## config.mk

```make
export PLATFORM = sky130hd
export DESIGN_NAME = memory_stage
export DESIGN_NICKNAME = d
export VERILOG_FILES = /design/src/rtl/mips_pkg.sv /design/src/rtl/dmem_access_fsm.sv /design/src/rtl/memory_stage.sv
export SDC_FILE = /design/constraint.sdc
export NUM_CORES = 1
export LEC_CHECK = 0
export CORE_ASPECT_RATIO = 2
export CORE_MARGIN = 5
export CORE_UTILIZATION = 36
export DETAILED_ROUTE_END_ITERATION = 12
export PLACE_DENSITY = 0.76
export SYNTH_ARGS = -nofsm -noshare
export SYNTH_HDL_FRONTEND = slang
export SYNTH_SLANG_ARGS = --single-unit
```

## constraint.sdc

```tcl
create_clock -name clk -period 2.3 [get_ports clk]
set_clock_uncertainty 0.05 [all_clocks]
set_input_delay 0.575 -clock clk [delete_from_list [all_inputs] [get_ports clk]]
set_output_delay 0.575 -clock clk [all_outputs]
set_load 0.01 [all_outputs]
```

## src/rtl/mips_pkg.sv

```systemverilog
// Shared MIPS pipeline types: memory-stage control bundle, MEM FSM states
// and architectural register constants.
package mips_pkg;

   typedef struct packed {
      logic reg_write;
      logic mem_to_reg;
      logic mem_write;
   } mem_ctrl_t;

   typedef enum logic {
      MEM_IDLE,
      MEM_WAIT
   } fsm_mem_t;

   localparam logic [4:0] REG_RA = 5'd31;

endpackage

```

## src/rtl/dmem_access_fsm.sv

```systemverilog
// Data-memory handshake controller: tracks an outstanding access, counts wait
// cycles, and produces the request, pipeline stall and bus-error pulse.
module dmem_access_fsm
   import mips_pkg::*;
#(
   parameter int TIMEOUT = 16
) (
   input  logic clk,
   input  logic rst_n,
   input  logic memop,
   input  logic misaligned,
   input  logic ready,
   output logic req,
   output logic stall,
   output logic bus_err
);

   localparam int CW = $clog2(TIMEOUT);
   localparam logic [CW-1:0] LAST = CW'(TIMEOUT - 1);

   fsm_mem_t state, state_next;
   logic [CW-1:0] cnt, cnt_next;
   logic aligned;

   assign aligned = memop & ~misaligned;

   always_ff @(posedge clk or negedge rst_n) begin
      if (!rst_n) begin
         state <= MEM_IDLE;
         cnt   <= '0;
      end else begin
         state <= state_next;
         cnt   <= cnt_next;
      end
   end

   // The access that reaches the last wait count unanswered is abandoned in
   // that same cycle, so the stall lifts and the instruction leaves as a bubble.
   always_comb begin
      state_next = state;
      cnt_next   = cnt;
      req        = 1'b0;
      bus_err    = 1'b0;
      case (state)
         MEM_IDLE: begin
            req     = aligned;
            bus_err = memop & misaligned;
            if (aligned && !ready) begin
               state_next = MEM_WAIT;
               cnt_next   = CW'(1);
            end
         end
         MEM_WAIT: begin
            if (ready) begin
               req        = aligned;
               state_next = MEM_IDLE;
               cnt_next   = '0;
            end else if (cnt == LAST) begin
               bus_err    = 1'b1;
               state_next = MEM_IDLE;
               cnt_next   = '0;
            end else begin
               req      = aligned;
               cnt_next = cnt + CW'(1);
            end
         end
         default: begin
            state_next = MEM_IDLE;
            cnt_next   = '0;
         end
      endcase
      stall = req & ~ready;
   end

endmodule

```

## src/rtl/memory_stage.sv

```systemverilog
// MEM stage of the 5-stage MIPS pipeline: EX/MEM and MEM/WB registers around
// a variable-latency req/ready data-memory port.
module memory_stage
   import mips_pkg::*;
#(
   parameter int WIDTH   = 32,
   parameter int TIMEOUT = 16
) (
   input  logic             clk,
   input  logic             rst_n,
   input  logic             RegWriteE,
   input  logic             MemtoRegE,
   input  logic             MemWriteE,
   input  logic [WIDTH-1:0] ALUOutE,
   input  logic [WIDTH-1:0] WriteDataE,
   input  logic [4:0]       WriteRegE,
   input  logic             FlushM,
   output logic             DmemReq,
   output logic             DmemWe,
   output logic [WIDTH-1:0] DmemAddr,
   output logic [WIDTH-1:0] DmemWData,
   input  logic             DmemReady,
   input  logic [WIDTH-1:0] DmemRData,
   output logic             StallM,
   output logic [WIDTH-1:0] ALUOutM,
   output logic [4:0]       WriteRegM,
   output logic             RegWriteM,
   output logic             BusErrM,
   output logic             RegWriteW,
   output logic             MemtoRegW,
   output logic [WIDTH-1:0] ReadDataW,
   output logic [WIDTH-1:0] ALUOutW,
   output logic [4:0]       WriteRegW
);

   mem_ctrl_t        ctrl_m;
   logic [WIDTH-1:0] write_data_m;
   logic             memop;
   logic             misaligned;
   logic             keep_load;

   // A stalled stage holds its instruction even if the hazard unit asks for
   // a flush; the flush only clears control bits.
   always_ff @(posedge clk or negedge rst_n) begin
      if (!rst_n) begin
         ctrl_m       <= '0;
         ALUOutM      <= '0;
         write_data_m <= '0;
         WriteRegM    <= '0;
      end else if (!StallM) begin
         ctrl_m       <= FlushM ? mem_ctrl_t'('0)
                                : '{reg_write: RegWriteE, mem_to_reg: MemtoRegE,
                                    mem_write: MemWriteE};
         ALUOutM      <= ALUOutE;
         write_data_m <= WriteDataE;
         WriteRegM    <= WriteRegE;
      end
   end

   assign memop      = ctrl_m.mem_to_reg | ctrl_m.mem_write;
   assign misaligned = |ALUOutM[1:0];
   assign RegWriteM  = ctrl_m.reg_write;
   assign DmemWe     = ctrl_m.mem_write;
   assign DmemAddr   = ALUOutM;
   assign DmemWData  = write_data_m;

   dmem_access_fsm #(
      .TIMEOUT(TIMEOUT)
   ) u_fsm (
      .clk       (clk),
      .rst_n     (rst_n),
      .memop     (memop),
      .misaligned(misaligned),
      .ready     (DmemReady),
      .req       (DmemReq),
      .stall     (StallM),
      .bus_err   (BusErrM)
   );

   assign keep_load = ctrl_m.mem_to_reg & ~BusErrM;

   // An aborted access retires with no register write; stores never write back.
   always_ff @(posedge clk or negedge rst_n) begin
      if (!rst_n) begin
         RegWriteW <= 1'b0;
         MemtoRegW <= 1'b0;
         ReadDataW <= '0;
         ALUOutW   <= '0;
         WriteRegW <= '0;
      end else if (StallM) begin
         RegWriteW <= 1'b0;
         MemtoRegW <= 1'b0;
         ReadDataW <= '0;
         ALUOutW   <= ALUOutM;
         WriteRegW <= WriteRegM;
      end else begin
         RegWriteW <= ctrl_m.reg_write & ~ctrl_m.mem_write & ~BusErrM;
         MemtoRegW <= keep_load;
         ReadDataW <= keep_load ? DmemRData : '0;
         ALUOutW   <= ALUOutM;
         WriteRegW <= WriteRegM;
      end
   end

endmodule
```

==> flow_metrics.env <==
export IMPL_hold_slack_ns=0.0305
export IMPL_yosys_warnings=0
export IMPL_seq_area_frac_synth_pct=66.1
export IMPL_synthTopCellsByArea="dfrtp_1, mux2_4, buf_4"
export IMPL_crit_buf_inv=1
export IMPL_worst_path_dominant_cell_family="flip-flops"
export IMPL_hold_viol=0
export IMPL_worstSetupPathType="register to output pin"
export IMPL_routed_wl_um=16100
export IMPL_worstSetupStartpointType="register"
export IMPL_cts_tree="built"
export IMPL_fillers=1221
export IMPL_io_buffers=284
export IMPL_cts_sinks=148
export IMPL_ys_seq_elements=148
export IMPL_crit_chain="ha_2 > and3_4 > a2111oi_4 > buf_2"
export IMPL_grt_pass1_vias=4370
export IMPL_vdd_drop_max_mv=0.483
export IMPL_fin_setup_tns_ns=0
export IMPL_synth_avg_cell_area_um2=15.3
export IMPL_synth_top_area_share_pct=66.1
export IMPL_num_rows=64
export IMPL_drive_gt1_share_pct=19.6
export IMPL_finalSetupViolCount=0
export IMPL_status="completed"
export IMPL_htree_levels=4
export IMPL_root_buffer="clkbuf_16"
export IMPL_clock_path_buffers=2
export IMPL_rsz0062_at_grt="true"
export IMPL_final_nets=748
export IMPL_vias=3852
export IMPL_drtIter0Drc=75
export IMPL_numCtsBuffers=17
export IMPL_final_common_cell="clkdlybuf4s50_1"
export IMPL_reg2reg_depth=6
export IMPL_slew_headroom_pct=67.7
export IMPL_regToRegStartpoint="u_fsm.cnt[1]"
export IMPL_cp_required_ns=1.67
export IMPL_cts_setup_buffers=0
export IMPL_viasPerCell=4.53
export IMPL_multiInputGateArea_um2=1590
export IMPL_antenna_found_initial=0
export IMPL_gp_congestion=0.781
export IMPL_core_um2=15300
export IMPL_critPathMaxFanout=2
export IMPL_grtUsageTotal_pct=17.7
export IMPL_seq_area_um2=3700
export IMPL_clk_latency_ns=0.42
export IMPL_dieWidth_um=98.2
export IMPL_p_per_area_nw_per_um2=756
export IMPL_fmax_mhz=436
export IMPL_holdBufCountCts=0
export IMPL_cap_violations=0
export IMPL_wl_per_cell_um=18.9
export IMPL_synth_fp_nets=475
export IMPL_synth_edf_count=0
export IMPL_synth_async_sr_flop_share_pct=100
export IMPL_setup_worst_path_end_class="output pin"
export IMPL_grt_ovfl_total=0
export IMPL_fin_crit_sh_pct=99.6
export IMPL_die_h_um=186
export IMPL_final_cell_mix="clkdlybuf4s50_1, dfrtp_1, mux2_4, nand2_1, nor3_1"
export IMPL_critical_path_slowest_cell="dfrtp_1"
export IMPL_start_util_pct=36.6
export IMPL_ios=285
export IMPL_hold_class="primary input to asynchronous set/reset pin"
export IMPL_yosys_area_top_type="dfrtp_1"
export IMPL_p_leak_nw=3.94
export IMPL_ant_nets=0
export IMPL_grt_pass1_wl_um=24900
export IMPL_dr_pass1_iters=4
export IMPL_worst_path_largest_cell_delay_ns=0.40
export IMPL_drc=0
export IMPL_reg2reg_slack_ns=0.12
export IMPL_cts_clk_slew_worst_paths_ns=0.07
export IMPL_reg2reg_to="DmemWe"
export IMPL_dp_hpwl_um=12000
export IMPL_arrival_ns=1.67
export IMPL_dpl_instance_area_um2=8560
export IMPL_grt_max_degree=54
export IMPL_ys_types=30
export IMPL_final_area_um2=9200
export IMPL_syn_to_final_growth_pct=64.2
export IMPL_syn_instance_count=366
export IMPL_n_antenna_cell=0
export IMPL_post_route_min_period_ns=2.29
export IMPL_synthFlopType="dfrtp_1"
export IMPL_slew_viol_final=0
export IMPL_dieArea_um2=18300
export IMPL_netlist_area_um2=5600
export IMPL_utilization_pct=60.2
export IMPL_worst_pin_slew_ns=0.485
synth_stat cells, types with 2 or more instances:
| cell type | instances |
|---|---|
| a32o_1 | 2 |
| buf_4 | 32 |
| clkbuf_1 | 11 |
| dfrtp_1 | 148 |
| or3_1 | 2 |
| nand2_1 | 32 |
| buf_6 | 7 |
| mux2_4 | 60 |
| nor3b_1 | 2 |
| nor3_1 | 33 |
| mux2_2 | 3 |
| mux2_1 | 7 |
| nor2b_1 | 6 |
| nand3_1 | 3 |
| nor2_1 | 3 |
power breakdown:
part | internal, mW | switching (mW)
Combinational | 0.720 | 0.449
Clock | 1.81 | 1.07
Sequential | 2.79 | 0.113
Total | 5.32 | 1.64
area by class of cell:
cell class | instances | area share (%)
timing repair buffer | 305 | 33.1
clock buffer | 19 | 4.70
inverter | 1 | 0.0408
tap | 198 | 2.69
clock inverter | 13 | 2.00
multi-input combinational | 166 | 17.2
sequential | 148 | 40.3
stage by stage:
step           setup slack (ns)  std cells  total power, mW
6_report                0.00814        850             6.95
5_1_grt                 -0.0559        850             7.22
4_1_cts                 -0.0232        850             7.04
3_5_place_dp             -0.330        818             4.12
3_3_place_gp             -0.338        818             4.07
2_1_floorplan            0.0147        366             3.36
sequential cells by signal (all words and copies together), names as in the netlist:
signal / count
WriteRegM: 5
MemtoRegW: 1
ALUOutW: 32
u_fsm.cnt: 4
ReadDataW: 32
WriteRegW: 5
u_fsm.state: 1
DmemWe: 1
RegWriteM: 1
ALUOutM: 32
ctrl_m: 1
DmemWData: 32
RegWriteW: 1
worst max-delay path by stage:
| stage | slack, ns | endpoint | startpoint | depth (start not counted) |
|---|---|---|---|---|
| after detailed placement | -0.33 | DmemReq | DmemReady | 5 |
| final | 0.008 | StallM | u_fsm.cnt[1] | 4 |
| after CTS | -0.02 | StallM | u_fsm.cnt[1] | 4 |
| after global placement | -0.34 | BusErrM | DmemReady | 5 |
| after global routing | -0.06 | StallM | u_fsm.cnt[0] | 4 |
| after floorplan | 0.01 | StallM | ALUOutM[1] | 4 |
cell families after synthesis:
family	Yosys count	share of synthesized area, %
and+or+nand+nor	87	7.44
DFF	148	66.1
adders and majority gates	1	0.223
muxes	70	18.1
xor gates and xnor gates	1	0.156
buffers and inverters	52	6.59
AOI/OAI and AO/OA	7	1.41
layer usage:
metal	vias to the layer above	GRT usage [%]	share of wire, %
met5	-	0	0
met4	0	8.73	3.6
met3	33	4.82	5.7
met2	164	33.0	56
met1	1899	17.8	34
li1	1756	-	-
what timing repair did:
item | CTS | global route
hold endpoints to repair | 0 | 0
pin swaps | 1 | 0
gates resized for setup | 19 | 2
endpoints found under the setup margin | 3 | 2
Note: power is estimated with default switching activity, not from simulation.
